## config.mk

```make
export PLATFORM = sky130hd
export DESIGN_NAME = tl_rx_fc_credit_tracker
export DESIGN_NICKNAME = d
export VERILOG_FILES = /design/src/rtl/tl_rx_pkg.sv /design/src/rtl/tl_rx_fc_type_counter.sv /design/src/rtl/tl_rx_fc_credit_tracker.sv
export SDC_FILE = /design/constraint.sdc
export NUM_CORES = 1
export LEC_CHECK = 0
export CAP_MARGIN = 20
export CORE_MARGIN = 2
export CORE_UTILIZATION = 25
export CTS_CLUSTER_SIZE = 28
export DETAILED_ROUTE_END_ITERATION = 8
export GPL_ROUTABILITY_DRIVEN = 0
export SLEW_MARGIN = 10
export SYNTH_ARGS = -nofsm -noshare
export SYNTH_HDL_FRONTEND = slang
export SYNTH_HIERARCHICAL = 1
export SYNTH_SLANG_ARGS = --single-unit
```

## constraint.sdc

```tcl
create_clock -name i_clk -period 2.85 [get_ports i_clk]
set_input_delay 0.57 -clock i_clk [delete_from_list [all_inputs] [get_ports i_clk]]
set_output_delay 0.57 -clock i_clk [all_outputs]
set_load 0.01 [all_outputs]
```

## src/rtl/tl_rx_pkg.sv

```systemverilog
// Purpose: shared buffer-type codes, bus slice indices, UpdateFC encoding and arbiter helper for the RX FC path.
// Latency: n/a (types, constants and pure functions only).
// Backpressure: n/a.
package tl_rx_pkg;

  localparam int NUM_TYPES = 3;

  // Buffer type codes as presented by the write and read handlers (2'b11 is unused)
  localparam logic [1:0] BT_P   = 2'd0;
  localparam logic [1:0] BT_NP  = 2'd1;
  localparam logic [1:0] BT_CPL = 2'd2;

  // Slot index of each type inside the packed counter buses; bit offset = slot * field width
  localparam int SLICE_P   = 0;
  localparam int SLICE_NP  = 1;
  localparam int SLICE_CPL = 2;

  // UpdateFC type code handed to DLL-TX
  localparam logic [1:0] UFC_TYPE_P   = 2'b00;
  localparam logic [1:0] UFC_TYPE_NP  = 2'b01;
  localparam logic [1:0] UFC_TYPE_CPL = 2'b10;

  typedef enum logic {
    UFC_IDLE = 1'b0,
    UFC_REQ  = 1'b1
  } ufc_state_e;

  function automatic logic [1:0] ufc_type_of(input logic [1:0] bt);
    case (bt)
      BT_P:    ufc_type_of = UFC_TYPE_P;
      BT_NP:   ufc_type_of = UFC_TYPE_NP;
      default: ufc_type_of = UFC_TYPE_CPL;
    endcase
  endfunction

  // Round-robin pick: first pending type strictly after 'last', wrapping through all three.
  // Scanning from the farthest candidate down lets the nearest one win.
  function automatic logic [1:0] rr_pick(input logic [2:0] pend, input logic [1:0] last);
    logic [2:0] cand;
    rr_pick = last;
    for (int k = 3; k >= 1; k--) begin
      cand = {1'b0, last} + 3'(k);
      if (cand >= 3'd3) cand = cand - 3'd3;
      if (pend[cand[1:0]]) rr_pick = cand[1:0];
    end
  endfunction

endpackage

```

## src/rtl/tl_rx_fc_type_counter.sv

```systemverilog
// Purpose: one buffer type's received/allocated hdr+data credit counters and its UpdateFC pending flag.
// Latency: counters and pending flag update on the clock edge that samples the increment/release.
// Backpressure: none; every increment and release is absorbed, counters wrap modulo their width.
module tl_rx_fc_type_counter #(
  parameter int HDR_W     = 8,
  parameter int DATA_W    = 12,
  parameter int HDR_INIT  = 32,
  parameter int DATA_INIT = 256
) (
  input  logic              i_clk,
  input  logic              i_n_rst,
  input  logic              i_hdr_inc,
  input  logic              i_data_inc,
  input  logic [DATA_W-1:0] i_data_creds,
  input  logic              i_rel_valid,
  input  logic [DATA_W-1:0] i_rel_data_creds,
  input  logic              i_timer_wrap,
  input  logic              i_pend_clr,
  output logic [HDR_W-1:0]  o_hdr_received,
  output logic [DATA_W-1:0] o_data_received,
  output logic [HDR_W-1:0]  o_hdr_alloc,
  output logic [DATA_W-1:0] o_data_alloc,
  output logic              o_pending
);

  // An INIT of 0 advertises infinite credits: that field never moves
  localparam logic HDR_FIN  = (HDR_INIT != 0);
  localparam logic DATA_FIN = (DATA_INIT != 0);
  localparam logic TYPE_FIN = HDR_FIN | DATA_FIN;

  localparam logic [HDR_W-1:0]  HDR_RST  = HDR_W'(HDR_INIT);
  localparam logic [DATA_W-1:0] DATA_RST = DATA_W'(DATA_INIT);
  localparam logic [HDR_W-1:0]  HDR_ONE  = HDR_W'(1);

  logic [HDR_W-1:0]  hdr_rcv_q, hdr_rcv_d;
  logic [DATA_W-1:0] data_rcv_q, data_rcv_d;
  logic [HDR_W-1:0]  hdr_alc_q, hdr_alc_d;
  logic [DATA_W-1:0] data_alc_q, data_alc_d;
  logic              pend_q, pend_d;

  // Next-state: consume and release apply together; a set beats the grant clear so no release is lost
  always_comb begin
    hdr_rcv_d  = hdr_rcv_q;
    data_rcv_d = data_rcv_q;
    hdr_alc_d  = hdr_alc_q;
    data_alc_d = data_alc_q;
    pend_d     = pend_q;
    if (HDR_FIN) begin
      if (i_hdr_inc)   hdr_rcv_d = hdr_rcv_q + HDR_ONE;
      if (i_rel_valid) hdr_alc_d = hdr_alc_q + HDR_ONE;
    end
    if (DATA_FIN) begin
      if (i_data_inc)  data_rcv_d = data_rcv_q + i_data_creds;
      if (i_rel_valid) data_alc_d = data_alc_q + i_rel_data_creds;
    end
    if (i_pend_clr) pend_d = 1'b0;
    if (TYPE_FIN && (i_rel_valid || i_timer_wrap)) pend_d = 1'b1;
  end

  // Counter and pending registers
  always_ff @(posedge i_clk or negedge i_n_rst) begin
    if (!i_n_rst) begin
      hdr_rcv_q  <= '0;
      data_rcv_q <= '0;
      hdr_alc_q  <= HDR_RST;
      data_alc_q <= DATA_RST;
      pend_q     <= 1'b0;
    end else begin
      hdr_rcv_q  <= hdr_rcv_d;
      data_rcv_q <= data_rcv_d;
      hdr_alc_q  <= hdr_alc_d;
      data_alc_q <= data_alc_d;
      pend_q     <= pend_d;
    end
  end

  assign o_hdr_received  = hdr_rcv_q;
  assign o_data_received = data_rcv_q;
  assign o_hdr_alloc     = hdr_alc_q;
  assign o_data_alloc    = data_alc_q;
  assign o_pending       = pend_q;

endmodule

```

## src/rtl/tl_rx_fc_credit_tracker.sv

```systemverilog
// Purpose: VC0 RX flow-control credit bookkeeping plus UpdateFC scheduling toward DLL-TX.
// Latency: counter buses reflect an increment/release 1 cycle later; UpdateFC req rises 1 cycle after pending is seen.
// Backpressure: UpdateFC req and its payload hold until i_updatefc_ack; further requests wait as pending flags.
module tl_rx_fc_credit_tracker
  import tl_rx_pkg::*;
#(
  parameter int HDR_FIELD_SIZE  = 8,
  parameter int DATA_FIELD_SIZE = 12,
  parameter int PAYLOAD_LENGTH  = 10,
  parameter int TYPE_DEC_WIDTH  = 2,
  parameter int P_HDR_INIT      = 32,
  parameter int NP_HDR_INIT     = 32,
  parameter int CPL_HDR_INIT    = 0,
  parameter int P_DATA_INIT     = 256,
  parameter int NP_DATA_INIT    = 32,
  parameter int CPL_DATA_INIT   = 0,
  parameter int UPDATEFC_PERIOD = 7500
) (
  input  logic                         i_clk,
  input  logic                         i_n_rst,
  input  logic                         i_cr_hdr_inc,
  input  logic                         i_cr_data_inc,
  input  logic [PAYLOAD_LENGTH-1:0]    i_payload_length,
  input  logic [TYPE_DEC_WIDTH-1:0]    i_buffer_type,
  input  logic                         i_rd_release_valid,
  input  logic [TYPE_DEC_WIDTH-1:0]    i_rd_release_type,
  input  logic [8:0]                   i_rd_release_data_creds,
  output logic [3*HDR_FIELD_SIZE-1:0]  o_rx_fc_hdr_credits_received_bus,
  output logic [3*DATA_FIELD_SIZE-1:0] o_rx_fc_data_credits_received_bus,
  output logic [3*HDR_FIELD_SIZE-1:0]  o_rx_fc_hdr_credits_allocated_bus,
  output logic [3*DATA_FIELD_SIZE-1:0] o_rx_fc_data_credits_allocated_bus,
  output logic                         o_updatefc_req,
  output logic [1:0]                   o_updatefc_type,
  output logic [HDR_FIELD_SIZE-1:0]    o_updatefc_hdr_creds,
  output logic [DATA_FIELD_SIZE-1:0]   o_updatefc_data_creds,
  input  logic                         i_updatefc_ack
);

  localparam int LW = PAYLOAD_LENGTH + 1;
  localparam int TW = (UPDATEFC_PERIOD > 2) ? $clog2(UPDATEFC_PERIOD) : 1;
  localparam logic [TW-1:0] TMR_LAST = TW'(UPDATEFC_PERIOD - 1);
  localparam logic [TW-1:0] TMR_ONE  = TW'(1);

  logic [LW-1:0]              len_dw;
  logic [LW-1:0]              len_sum;
  logic [DATA_FIELD_SIZE-1:0] cons_creds;
  logic [DATA_FIELD_SIZE-1:0] rel_creds;

  logic [HDR_FIELD_SIZE-1:0]  hdr_rcv  [NUM_TYPES];
  logic [DATA_FIELD_SIZE-1:0] data_rcv [NUM_TYPES];
  logic [HDR_FIELD_SIZE-1:0]  hdr_alc  [NUM_TYPES];
  logic [DATA_FIELD_SIZE-1:0] data_alc [NUM_TYPES];
  logic [2:0]                 pend_vec;
  logic [2:0]                 pend_clr;
  logic [1:0]                 pick;

  logic [TW-1:0]              timer_q;
  logic                       timer_wrap;

  ufc_state_e                 state_q;
  logic [1:0]                 last_q;
  logic                       req_q;
  logic [1:0]                 type_q;
  logic [HDR_FIELD_SIZE-1:0]  hdr_q;
  logic [DATA_FIELD_SIZE-1:0] data_q;

  // Payload DW to data credits: ceil(len/4), with a zero length field meaning 1024 DW
  always_comb begin
    len_dw     = (i_payload_length == '0) ? {1'b1, {PAYLOAD_LENGTH{1'b0}}} : {1'b0, i_payload_length};
    len_sum    = len_dw + LW'(3);
    cons_creds = DATA_FIELD_SIZE'(len_sum >> 2);
    rel_creds  = DATA_FIELD_SIZE'(i_rd_release_data_creds);
  end

  for (genvar t = 0; t < NUM_TYPES; t++) begin : g_type
    localparam int HINIT = (t == SLICE_P) ? P_HDR_INIT  : (t == SLICE_NP) ? NP_HDR_INIT  : CPL_HDR_INIT;
    localparam int DINIT = (t == SLICE_P) ? P_DATA_INIT : (t == SLICE_NP) ? NP_DATA_INIT : CPL_DATA_INIT;

    tl_rx_fc_type_counter #(
      .HDR_W     (HDR_FIELD_SIZE),
      .DATA_W    (DATA_FIELD_SIZE),
      .HDR_INIT  (HINIT),
      .DATA_INIT (DINIT)
    ) u_cnt (
      .i_clk            (i_clk),
      .i_n_rst          (i_n_rst),
      .i_hdr_inc        (i_cr_hdr_inc  && (i_buffer_type == TYPE_DEC_WIDTH'(t))),
      .i_data_inc       (i_cr_data_inc && (i_buffer_type == TYPE_DEC_WIDTH'(t))),
      .i_data_creds     (cons_creds),
      .i_rel_valid      (i_rd_release_valid && (i_rd_release_type == TYPE_DEC_WIDTH'(t))),
      .i_rel_data_creds (rel_creds),
      .i_timer_wrap     (timer_wrap),
      .i_pend_clr       (pend_clr[t]),
      .o_hdr_received   (hdr_rcv[t]),
      .o_data_received  (data_rcv[t]),
      .o_hdr_alloc      (hdr_alc[t]),
      .o_data_alloc     (data_alc[t]),
      .o_pending        (pend_vec[t])
    );

    // Slot t of every bus carries type t (P lowest, CPL highest)
    assign o_rx_fc_hdr_credits_received_bus [t*HDR_FIELD_SIZE  +: HDR_FIELD_SIZE]  = hdr_rcv[t];
    assign o_rx_fc_data_credits_received_bus[t*DATA_FIELD_SIZE +: DATA_FIELD_SIZE] = data_rcv[t];
    assign o_rx_fc_hdr_credits_allocated_bus[t*HDR_FIELD_SIZE  +: HDR_FIELD_SIZE]  = hdr_alc[t];
    assign o_rx_fc_data_credits_allocated_bus[t*DATA_FIELD_SIZE +: DATA_FIELD_SIZE] = data_alc[t];
  end

  // Grant selection; the served type's pending flag is cleared on the grant edge
  always_comb begin
    pick     = rr_pick(pend_vec, last_q);
    pend_clr = 3'b000;
    if ((state_q == UFC_IDLE) && (|pend_vec)) pend_clr[pick] = 1'b1;
  end

  assign timer_wrap = (timer_q == TMR_LAST);

  // Free-running refresh timer, 0..UPDATEFC_PERIOD-1
  always_ff @(posedge i_clk or negedge i_n_rst) begin
    if (!i_n_rst)        timer_q <= '0;
    else if (timer_wrap) timer_q <= '0;
    else                 timer_q <= timer_q + TMR_ONE;
  end

  // UpdateFC handshake: latch type and current allocated credits, hold until DLL-TX acks
  always_ff @(posedge i_clk or negedge i_n_rst) begin
    if (!i_n_rst) begin
      state_q <= UFC_IDLE;
      last_q  <= BT_CPL;
      req_q   <= 1'b0;
      type_q  <= '0;
      hdr_q   <= '0;
      data_q  <= '0;
    end else begin
      case (state_q)
        UFC_IDLE: begin
          if (|pend_vec) begin
            req_q   <= 1'b1;
            type_q  <= ufc_type_of(pick);
            hdr_q   <= hdr_alc[pick];
            data_q  <= data_alc[pick];
            last_q  <= pick;
            state_q <= UFC_REQ;
          end
        end
        UFC_REQ: begin
          if (i_updatefc_ack) begin
            req_q   <= 1'b0;
            state_q <= UFC_IDLE;
          end
        end
        default: state_q <= UFC_IDLE;
      endcase
    end
  end

  assign o_updatefc_req        = req_q;
  assign o_updatefc_type       = type_q;
  assign o_updatefc_hdr_creds  = hdr_q;
  assign o_updatefc_data_creds = data_q;

endmodule

```

# --- Word level (Yosys, flattened, before mapping) ---
# Cells that the tools add are included.
word_totals:
  output_inout_bits: 143
  register_bits: 121
  inputBits: 29
  elab_cells: 103
classes:
  n_lt_le_gt_ge: 9
  n_bitwise: 2
  addsub: 16
  reduce_logical: 19
  eq_ne: 6
  muxes: 34
ops:
  columns: ["cell", "count"]
  rows:
  - ["adder 12 x 9 -> 12 bit", 4]
  - ["adder 8 x 1 -> 8 bit (second input constant)", 4]
  - ["binary-select mux 12 bit (select 2 bit)", 1]
  - ["two-way mux 12 bit", 2]
  - ["binary-select mux 8 bit (select 2 bit)", 1]
  - ["two-way mux 8 bit", 2]
  - ["two-way mux 2 bit", 7]
  - ["adder 13 x 1 -> 13 bit (second input constant)", 1]
  - ["equality test 13 bit (second input constant)", 1]
  - ["two-way mux 13 bit", 1]
  - ["< comparator 2 x 3 -> 1 bit (second input constant)", 4]
  - ["two-way mux 1 bit", 12]
  - ["adder 11 x 2 -> 11 bit (second input constant)", 1]
  - ["two-way mux 11 bit", 1]
  - ["zero test 10 bit", 1]
  - ["greater-or-equal comparator 3 x 2 -> 1 bit (second input constant)", 3]
  - ["logical AND 1 bit", 8]
  - ["adder 2 x 2 -> 3 bit (second input constant)", 2]
  - ["binary-select mux 1 bit (select 2 bit)", 3]
  - ["equality test 2 x 1 -> 1 bit (second input constant)", 3]
  - ["zero test 2 bit", 3]
  - ["subtractor 2 bit (second input constant)", 3]
  - ["one-hot mux 1 bit (2 select lines)", 2]
  - ["one-hot mux 2 bit (2 select lines)", 1]
  - ["other kinds (12)", 15]

# --- Logic depth before layout (Yosys ltp) ---
# Gate-level depths: netlist (run 1).
logic_depth:
  ltp_word: 15
  mapped_depth: 11
  mapped_depth_nobuf: 11

# --- Hierarchy ---
# Netlist (run 1), hierarchy kept.
modules_own_cells:
  columns: ["mod", "seq_area_each_um2", "cells_per_inst", "area_per_inst_um2", "instances"]
  rows:
  - ["tl_rx_fc_type_counter (g_type[0].u_cnt ...)", 1028.5, 256, 2616.3, 2]
  - ["tl_rx_fc_credit_tracker", 977.2, 402, 3131.8, 1]
  - ["tl_rx_fc_type_counter (g_type[2].u_cnt)", 0.0, 42, 311.5, 1]

# --- Worst setup path after synthesis (run 1) ---
# Ideal clock, no wire load.
synth_timing:
  path_kind: "in2reg"
  from: "in i_payload_length[0]"
  to: "reg g_type[0].u_cnt.data_rcv_q[11]"
  arrival_ns: 2.643
  required_ns: 2.760
  setup_ns: 0.090
  n_path_buf: 0
  setup_slack_ns: 0.117
  path_stages: 11
  path_cell_list: "nor2_1 nor2b_1 and4_1 and4_1 a32o_1 ha_1 a21oi_1 o21a_1 nand3b_1 mux2_2 o2111ai_1"
synth_between:
  elab_chain_cells: 4
synth_lines:
  columns: ["element", "line_no", "rtl"]
  rows:
  - ["from (decl)", "tl_rx_fc_credit_tracker.sv:23", "input logic [PAYLOAD_LENGTH-1:0] i_payload_length,"]
  - ["zero test 10 bit", "tl_rx_fc_credit_tracker.sv:69", "len_dw = (i_payload_length == '0) ? {1'b1, {PAYLOAD_LENGTH{1'b0}}} : {1'b0, i_payload_length};"]
  - ["two-way mux 11 bit *", "tl_rx_fc_credit_tracker.sv:69", null]
  - ["adder 11 x 2 -> 11 bit *", "tl_rx_fc_credit_tracker.sv:70", "len_sum = len_dw + LW'(3);"]
  - ["net len_sum[10]", "tl_rx_fc_credit_tracker.sv:45", "logic [LW-1:0] len_sum;"]
  - ["adder 12 x 9 -> 12 bit *", "tl_rx_fc_type_counter.sv:53", "if (i_data_inc) data_rcv_d = data_rcv_q + i_data_creds;"]
  - ["to (signal assigned)", "tl_rx_fc_type_counter.sv:70", "data_rcv_q <= data_rcv_d;"]
  - ["to (decl)", "tl_rx_fc_type_counter.sv:36", "logic [DATA_W-1:0] data_rcv_q, data_rcv_d;"]
# The timed path passes the listed nets; every way through them passes the cells marked *.
# A chain may end at the register's enable or synchronous reset.

# --- Worst setup path after layout (run 1) ---
layout_timing:
  from: "in i_payload_length[3]"
  to: "reg g_type[1].u_cnt.data_rcv_q[10]"
layout_between:
  elab_chain_cells: 4
layout_lines:
  columns: ["element", "line_no"]
  rows:
  - ["zero test 10 bit", "tl_rx_fc_credit_tracker.sv:69"]
  - ["two-way mux 11 bit *", "tl_rx_fc_credit_tracker.sv:69"]
  - ["adder 11 x 2 -> 11 bit *", "tl_rx_fc_credit_tracker.sv:70"]
  - ["net len_sum[9]", "tl_rx_fc_credit_tracker.sv:45"]
  - ["adder 12 x 9 -> 12 bit *", "tl_rx_fc_type_counter.sv:53"]
  - ["to (signal assigned)", "tl_rx_fc_type_counter.sv:70"]
  - ["to (decl)", "tl_rx_fc_type_counter.sv:36"]
# Marks and branches as above.

==> results.yml, run 1 <==
floorplan:
  ios: 172
  row_count: 68
  die_h_um: 190
  core_sq_um: 34300
  die_x_um: 190
  initial_core_util: 0.252
  die-area_sq_um: 36100
critical_path:
  reg2reg_slack_ns: 0.18
  cp_slowest_cell: "clkdlybuf4s50_1"
  critPathMaxFanout: 5
  crit_required_ns: 3.18
  path_class: "in2reg"
  end_kind: "flop"
  slowest_delay_ns: 0.68
  setup.worst_path.start: "i_payload_length[3]"
  crit_chain: "clkdlybuf4s50_1 > and4_4 > and4_4 > xor2_4 > ha_4 > a21o_1 > a21o_1 > a21oi_2 > a21oi_1 > o31ai_2"
  worstReg2RegStart: "last_q[0]"
  start_kind: "input port"
  worstSetupEndpoint: "g_type[1].u_cnt/o_data_received[10]"
  worstPathArrival_ns: 3.11
  r2r-end: "o_updatefc_data_creds[0]"
  rr_worst_depth: 7
detailed_routing:
  drt-initial-drc-count: 542
  drt_pass1_iterations: 5
  wirelength_um: 26300
  detail-route-antenna-nets: 0
  via_per_inst: 4.91
  remaining_drc_errors: 0
  dr_total_vias: 7966
  wl_per_cell_um: 16.2
power_and_ir_drop:
  p_sw_frac: 0.454
  p_int_mw: 7.49
  total_leakage_power_nw: 4.82
  power.switching_mw: 6.22
  pwr-share-comb: 0.599
  pwr-share-seq: 0.241
  irDropWorstVdd_uv: 595
  powerDensity_nw_per_um2: 1170
  clkPwrFrac: 0.160
global_routing:
  grt_max_degree: 42
  antenna_found_initial: 0
  grt_pass1_wl_um: 41900
  first_global_vias: 7676
  track_usage: 0.146
  globalRouteOverflowTotal: 0
clocking:
  cts_root_buffer: "clkbuf_16"
  cts_hold_buf: 0
  cts_made_buffers: 17
  cts_tree: "done"
  htree_num_levels: 4
  clk_path_buf_depth: 2
  clkSinkCount: 121
  insertion_delay_ns: 0.43
  path_clk_slew_ns: 0.07
flow_run:
  drv_cap: 0
finish:
  final-seq-area_sq_um: 3030
  area_growth_syn_to_layout_pct: 35.0
  final_nets: 1239
  multi_input_area_sq_um: 5420
  fillCellCount: 3508
  antenna_cells: 0
  layout-drive-gt1-share: 0.164
timing:
  layout_setup_ws_ns: 0.0744
  hold_violations: 0
  worst_pin_slew_ns: 0.917
  skew_ns: 0.0122
  rsz0062_at_grt: "yes"
  finalCritPeriodShare: 0.974
  fin_crit_ns: 2.78
  worst_hold_slack_ns: 0.129
  final.setup.tns_ns: 0
  relSlewSlack: 0.371
  final_max_slew_viol_count: 0
  max_freq_ghz: 0.360
  final-setup-viol-count: 0
place:
  place_ws_ns: -0.550
  hpwlAfterDp_um: 19500
  portBuffers: 131
synth:
  syn_inst: 952
  postSynthAreaPerCell_sq_um: 9.08
  yosysWarnings: 6
  synth_area_sq_um: 8640
outcome:
  status: "finished, final reports clean"
min_path:
  hp-class: "in2async"
-- registers in the layout (all words and copies together), names as in the netlist --
register	cells
g_type.u_cnt/o_data_alloc	24
g_type.u_cnt/o_hdr_received	16
o_updatefc_data_creds	12
o_updatefc_req	1
o_updatefc_type	2
state_q	1
timer_q	13
g_type.u_cnt/o_data_received	24
o_updatefc_hdr_creds	8
last_q	2
g_type.u_cnt/o_hdr_alloc	16
g_type.u_cnt/o_pending	2
-- per-layer routing --
layer  vias to the layer above  wire (um)  global-route usage
li1                       3854          -                   -
met1                      3844      12000               0.194
met2                       241      12500               0.240
met3                        27       1480              0.0312
met4                         0        367              0.0355
met5                         -          0                   0
-- through the flow --
step / area, sq um / power, mW / util / cells
floorplan: 8880 / 7.86 / - / 1015
global placement: 10800 / 11.1 / 0.316 / 1587
detailed placement: 10800 / 11.3 / 0.316 / 1587
CTS: 11400 / 13.5 / 0.334 / 1619
global route: 11700 / 14.8 / 0.340 / 1622
finish: 11700 / 13.7 / 0.340 / 1622
-- worst min path at each step --
| stage | start | endpoint | slack, ns | depth (start not counted) |
|---|---|---|---|---|
| after detailed placement | g_type[1].u_cnt/o_hdr_received[7] | g_type[1].u_cnt/o_hdr_received[7] | 0.46 | 1 |
| after floorplan | i_n_rst | g_type[0].u_cnt/o_data_alloc[0] | 0.27 | 0 |
| after global placement | g_type[0].u_cnt/o_hdr_received[7] | g_type[0].u_cnt/o_hdr_received[7] | 0.46 | 1 |
| after global routing | i_n_rst | g_type[0].u_cnt/o_data_received[7] | 0.16 | 1 |
| final | i_n_rst | g_type[0].u_cnt/o_data_received[7] | 0.13 | 1 |
| after CTS | i_n_rst | g_type[0].u_cnt/o_data_received[7] | 0.15 | 1 |
-- power groups by stage --
stage	Clock [mW]	Sequential (mW)	Combinational (mW)
6_report	2.20	3.30	8.21
5_1_grt	2.34	3.42	9.05
2_1_floorplan	0	3.30	4.55
3_3_place_gp	0	3.29	7.85
4_1_cts	2.26	3.28	7.99
3_5_place_dp	0	3.30	7.95
-- critical path, delay by kind of cell --
family	cells	cell delay, ns
compound gates	5	0.79
xor+xnor	1	0.23
fa+ha+maj	1	0.25
buf+inv	1	0.68
simple gates	2	0.59
-- repair_timing --
action                                  CTS  global route
endpoints found under the setup margin    7            12
pin swaps                                 0            15
buffers inserted                          0             3
gates resized for setup                   4            32
-- layout make-up --
class	instances	share of cell area
multi-input combinational	763	0.464
sequential	121	0.260
timing repair buffer	207	0.163
tap	455	0.0488
clock buffer	17	0.0364
inverter	44	0.0141
clock inverter	15	0.0135
-- cells in the final DEF (no fill, tap or decap), drive strengths merged, types with 6 or more instances in the layout --
cell	n
o21ai	59
dfrtp	116
a21oi	48
o31ai	26
o21a	12
o32ai	21
o22ai	21
nor2b	6
nand2	58
nand4	44
and3	15
a31oi	30
xnor2	42
clkbuf	17
o211ai	17
nand3	28
ha	52
xor2	22
nor3	16
a221oi	6
nor2	57
clkdlybuf4s50	130
buf	77
nand4b	6
nor3b	7
or3	6
a21o	13
conb	65
mux2	33
a211oi	6
inv	53
(Power assumes the default switching activity.)
==> run 2: changes to the inputs <==
Settings changed: REMOVE_ABC_BUFFERS from default to 1.
==> run 2 against run 1 <==
- sequential share of layout area fell by 0.11 points
- combinational power rose by 0.9%
- first-iteration DRC count fell by 17%
- clock power rose by 3%
- largest power group unchanged
- sequential power barely moved
- critical path depth rose by 1
- sequential cell count did not move
- total power rose by 1.0%
- worst setup slack improved by 0.039 ns
- clock skew fell by 0.0022 ns
==> results.yml, run 2 (synthesis results as in run 1) <==
floorplan:
  die_h_um: 190
  ios: 172
  die_x_um: 190
  initial_core_util: 0.252
  row_count: 68
  core_sq_um: 34300
  die-area_sq_um: 36100
clocking:
  cts_made_buffers: 17
  path_clk_slew_ns: 0.06
  cts_tree: "done"
  insertion_delay_ns: 0.43
  clkSinkCount: 121
  cts_root_buffer: "clkbuf_16"
  htree_num_levels: 4
  clk_path_buf_depth: 2
  cts_hold_buf: 0
finish:
  final_cell_mix: "clkdlybuf4s50_1 (128), dfrtp_1 (116), buf_4 (70)"
  fillCellCount: 3486
  area_growth_syn_to_layout_pct: 35.6
  finalInstanceArea_sq_um: 11700
  layout-drive-gt1-share: 0.165
  antenna_cells: 0
  final_nets: 1237
  final_common_cell: "clkdlybuf4s50_1"
timing:
  max_freq_ghz: 0.365
  hold_violations: 0
  final-setup-viol-count: 0
  fin_crit_ns: 2.74
  final_max_slew_viol_count: 0
  worst_pin_slew_ns: 0.768
  skew_ns: 0.00997
  relSlewSlack: 0.488
  final.setup.tns_ns: 0
  finalCritPeriodShare: 0.960
critical_path:
  end_kind: "flop"
  crit_required_ns: 3.18
  worstPathArrival_ns: 3.07
  start_kind: "input port"
  path_class: "in2reg"
  critPathMaxFanout: 4
power_and_ir_drop:
  irDropWorstVdd_uv: 547
  powerDensity_nw_per_um2: 1180
  total_leakage_power_nw: 4.85
detailed_routing:
  detail-route-antenna-nets: 0
  drt_pass1_iterations: 5
  via_per_inst: 4.96
  remaining_drc_errors: 0
  dr_total_vias: 8029
  wirelength_um: 27000
  drt-initial-drc-count: 452
  wl_per_cell_um: 16.7
outcome:
  status: "finished, final reports clean"
global_routing:
  grt_pass1_wl_um: 42700
  track_usage: 0.151
  first_global_vias: 7717
  antenna_found_initial: 0
  globalRouteOverflowTotal: 0
  grt_max_degree: 48
place:
  portBuffers: 131
  hpwlAfterDp_um: 20300
  dpl_cell_area_sq_um: 10900
flow_run:
  drv_cap: 0
min_path:
  hp-class: "in2async"
-- run 2: worst paths after layout --
| path | start | to | slack [ns] | cells past startpoint |
|---|---|---|---|---|
| worst max-delay path | i_payload_length[2] | g_type[1].u_cnt/o_data_received[10] | 0.11 | 11 |
| worst min-delay path | i_n_rst | o_updatefc_hdr_creds[1] | 0.17 | 1 |
| worst max register to register | last_q[1] | o_updatefc_hdr_creds[1] | 0.22 | 7 |
| worst min register to register | g_type[1].u_cnt/o_hdr_received[7] | g_type[1].u_cnt/o_hdr_received[7] | 0.48 | 1 |
| max in group asynchronous | i_n_rst | g_type[0].u_cnt/o_data_alloc[8] | 1.98 | 2 |
| min in group i_clk | g_type[1].u_cnt/o_hdr_received[7] | g_type[1].u_cnt/o_hdr_received[7] | 0.48 | 1 |
-- run 2: timing repair --
| action | 4_1_cts | 5_1_grt |
|---|---|---|
| pin swaps | 0 | 9 |
| endpoints found under the setup margin | 10 | 31 |
| buffers inserted | 0 | 1 |
| gates resized for setup | 6 | 35 |
-- run 2: final cells by class --
cell class | count | area, sq um | area share
multi-input cells | 763 | 5430 | 0.463
clock inverters | 14 | 173 | 0.0147
clock buffers | 18 | 429 | 0.0366
repair buffers | 205 | 1920 | 0.164
inverters | 44 | 165 | 0.0141
well taps | 455 | 569 | 0.0486
flip-flops and latches | 121 | 3030 | 0.259
-- run 2: power by group --
group	switching (mW)	leakage (nW)	internal, mW
sequential	0.885	1.46	2.40
combinational	4.44	3.10	3.84
clock	0.894	0.291	1.38
-- run 2: worst max-delay path: stages --
cell and delay [ns]:
clkdlybuf4s50_1 0.47, nor2b_2 0.19, and4_4 0.28, and4_4 0.28, xor2_4 0.23, ha_4 0.25
a21o_1 0.17, a21o_1 0.17, a21oi_1 0.18, a21oi_1 0.10, o31ai_2 0.18
-- run 2: layer usage --
layer / part of all wire / wire length, um / GRT usage / up-vias
li1: - / - / - / 3864
met1: 0.46 / 12400 / 0.201 / 3930
met2: 0.48 / 12900 / 0.249 / 209
met3: 0.052 / 1410 / 0.0314 / 26
met4: 0.014 / 386 / 0.0358 / 0
met5: 0 / 0 / 0 / -
-- run 2: per-stage QoR --
| step | worst slack, ns | power [mW] | std cells | hold slack [ns] | utilization |
|---|---|---|---|---|---|
| CTS | 0.00308 | 13.7 | 1619 | 0.192 | 0.336 |
| global route | -0.0194 | 14.9 | 1620 | 0.222 | 0.342 |
| floorplan | -0.664 | 7.59 | 928 | 0.274 | - |
| global placement | -0.543 | 11.2 | 1587 | 0.462 | 0.317 |
| detailed placement | -0.525 | 11.3 | 1587 | 0.468 | 0.317 |
| finish | 0.113 | 13.8 | 1620 | 0.171 | 0.342 |
==> run 3: changes to the inputs <==
Settings changed: CORE_UTILIZATION 25 to 44, PLACE_DENSITY from default to 0.7.
==> run 3 against run 2 <==
- clock skew decreased by 0.00062 ns
- sequential cell count did not move
- count of clock-buffer cells in the layout rose by 1
- critical path depth did not move
- wire length down 7.7%
- global-route usage up 8.8 points
- sequential share of layout area up 0.48 points
- combinational power is essentially flat
- die area decreased by 42%
- worst hold slack got worse by 0.0099 ns
- fmax is 3.2% lower
- sequential power hardly changed
==> results.yml, run 3 (synthesis results as in run 1) <==
timing:
  final_max_slew_viol_count: 0
  max_freq_ghz: 0.354
  final.setup.tns_ns: 0
  skew_ns: 0.00936
  worst_pin_slew_ns: 0.870
  hold_violations: 0
  final-setup-viol-count: 0
  finalCritPeriodShare: 0.992
  fin_crit_ns: 2.83
  relSlewSlack: 0.419
clocking:
  insertion_delay_ns: 0.42
  htree_num_levels: 4
  cts_tree: "done"
  cts_root_buffer: "clkbuf_16"
  cts_made_buffers: 17
  clk_path_buf_depth: 2
  cts_hold_buf: 0
  clkSinkCount: 121
  path_clk_slew_ns: 0.06
critical_path:
  reg2reg_slack_ns: 0.28
  crit_required_ns: 3.18
  start_kind: "input port"
  worstReg2RegStart: "last_q[1]"
  rr_worst_depth: 8
  critPathMaxFanout: 4
  worstPathArrival_ns: 3.15
  r2r-end: "o_updatefc_hdr_creds[1]"
  path_class: "in2reg"
  end_kind: "flop"
min_path:
  hp-class: "in2async"
power_and_ir_drop:
  total_leakage_power_nw: 4.88
  p_int_mw: 7.81
  pwr-share-comb: 0.594
  pwr-share-seq: 0.236
  irDropWorstVdd_uv: 584
  p_sw_frac: 0.437
  clkPwrFrac: 0.170
  power.switching_mw: 6.06
  powerDensity_nw_per_um2: 1210
place:
  portBuffers: 131
  hpwlAfterDp_um: 17700
  dp.cells: 1399
flow_run:
  drv_cap: 0
finish:
  final_cell_mix: "clkdlybuf4s50_1 (128), dfrtp_1 (116), buf_4 (77)"
  area_growth_syn_to_layout_pct: 33.2
  layout-drive-gt1-share: 0.165
  final_util: 0.593
  stdcell_count: 1435
  final_common_cell: "clkdlybuf4s50_1"
  final_nets: 1241
floorplan:
  row_count: 51
  core_sq_um: 19400
  die-area_sq_um: 20800
  die_x_um: 144
  initial_core_util: 0.446
  ios: 172
  die_h_um: 144
global_routing:
  grtUsageMet2: 0.382
  first_global_vias: 7591
  grt_max_degree: 48
  antenna_found_initial: 2
  track_usage: 0.239
  top_usage_layer: "met2"
  grt_pass1_wl_um: 39300
  grt_use_met3: 0.0603
  globalRouteOverflowTotal: 0
  met1_usage: 0.326
detailed_routing:
  via_per_inst: 5.65
  remaining_drc_errors: 0
  wirelength_um: 24900
  detail-route-antenna-nets: 0
  drt-initial-drc-count: 708
  dr_total_vias: 8104
  drt_pass1_iterations: 5
  wl_per_cell_um: 17.4
outcome:
  status: "finished, final reports clean"
run 3: cell types whose count changed in the layout (fill, tap and decap cells not counted), moves of 2 or more:
cell      change
o31ai_1       +2
a21oi_1       -2
a21oi_2       +2
ha_1          +3
buf_12        -2
clkinv_2      -2
o31ai_2       -2
buf_4         +7
ha_4          -2
run 3: layer usage:
| layer | routed length (um) | vias up |
|---|---|---|
| li1 | - | 3860 |
| met1 | 11200 | 3916 |
| met2 | 11500 | 305 |
| met3 | 1930 | 21 |
| met4 | 254 | 2 |
| met5 | 17 | - |
run 3: worst max-delay path by stage:
stage / start / to / slack (ns) / cells past startpoint
2_1_floorplan: last_q[1] / g_type[0].u_cnt/o_pending / -0.66 / 7
3_3_place_gp: i_payload_length[0] / g_type[1].u_cnt/o_data_received[7] / -0.50 / 11
3_5_place_dp: i_payload_length[0] / g_type[1].u_cnt/o_data_received[7] / -0.53 / 11
4_1_cts: i_payload_length[0] / g_type[0].u_cnt/o_data_received[10] / 0.006 / 12
5_1_grt: i_payload_length[2] / g_type[1].u_cnt/o_data_received[8] / -0.06 / 12
6_report: i_payload_length[2] / g_type[0].u_cnt/o_data_received[10] / 0.02 / 11
run 3: repair_timing:
action                                  CTS  global route
pin swaps                                 1             4
endpoints found under the setup margin   10            28
resized for setup                         4            34
setup buffers                             0             2
run 3: cell type report:
type	instances	area, sq um
fillers	1662	7890
multi-input cells	763	5420
flip-flops and latches	121	3030
repair buffers	209	1920
clock buffers	19	443
well taps	265	332
clock inverters	13	195
inverters	44	165
diodes	1	2.50
run 3: power by group through the flow:
stage          combinational (mW)  clock, mW  sequential, mW
2_1_floorplan                4.28          0            3.31
3_3_place_gp                 7.70          0            3.26
3_5_place_dp                 7.83          0            3.27
4_1_cts                      7.92       2.39            3.26
5_1_grt                      8.95       2.47            3.39
6_report                     8.25       2.35            3.28
run 3: worst max-delay path: stages:
cell and delay (ns):
clkdlybuf4s50_1 0.51, nor2b_4 0.18, and4_4 0.28, and4_4 0.27, xor2_4 0.24, ha_4 0.25
a21o_1 0.17, a21o_1 0.18, a21oi_1 0.16, a21oi_1 0.09, o31ai_1 0.25
run 3: through the flow:
| stage | hold WS [ns] | worst slack, ns | area, sq um | power (mW) |
|---|---|---|---|---|
| after floorplan | 0.274 | -0.664 | 8370 | 7.59 |
| after global placement | 0.457 | -0.504 | 10600 | 11.0 |
| after detailed placement | 0.459 | -0.533 | 10600 | 11.1 |
| after CTS | 0.175 | 0.00621 | 11300 | 13.6 |
| after global routing | 0.196 | -0.0573 | 11500 | 14.8 |
| final | 0.161 | 0.0219 | 11500 | 13.9 |
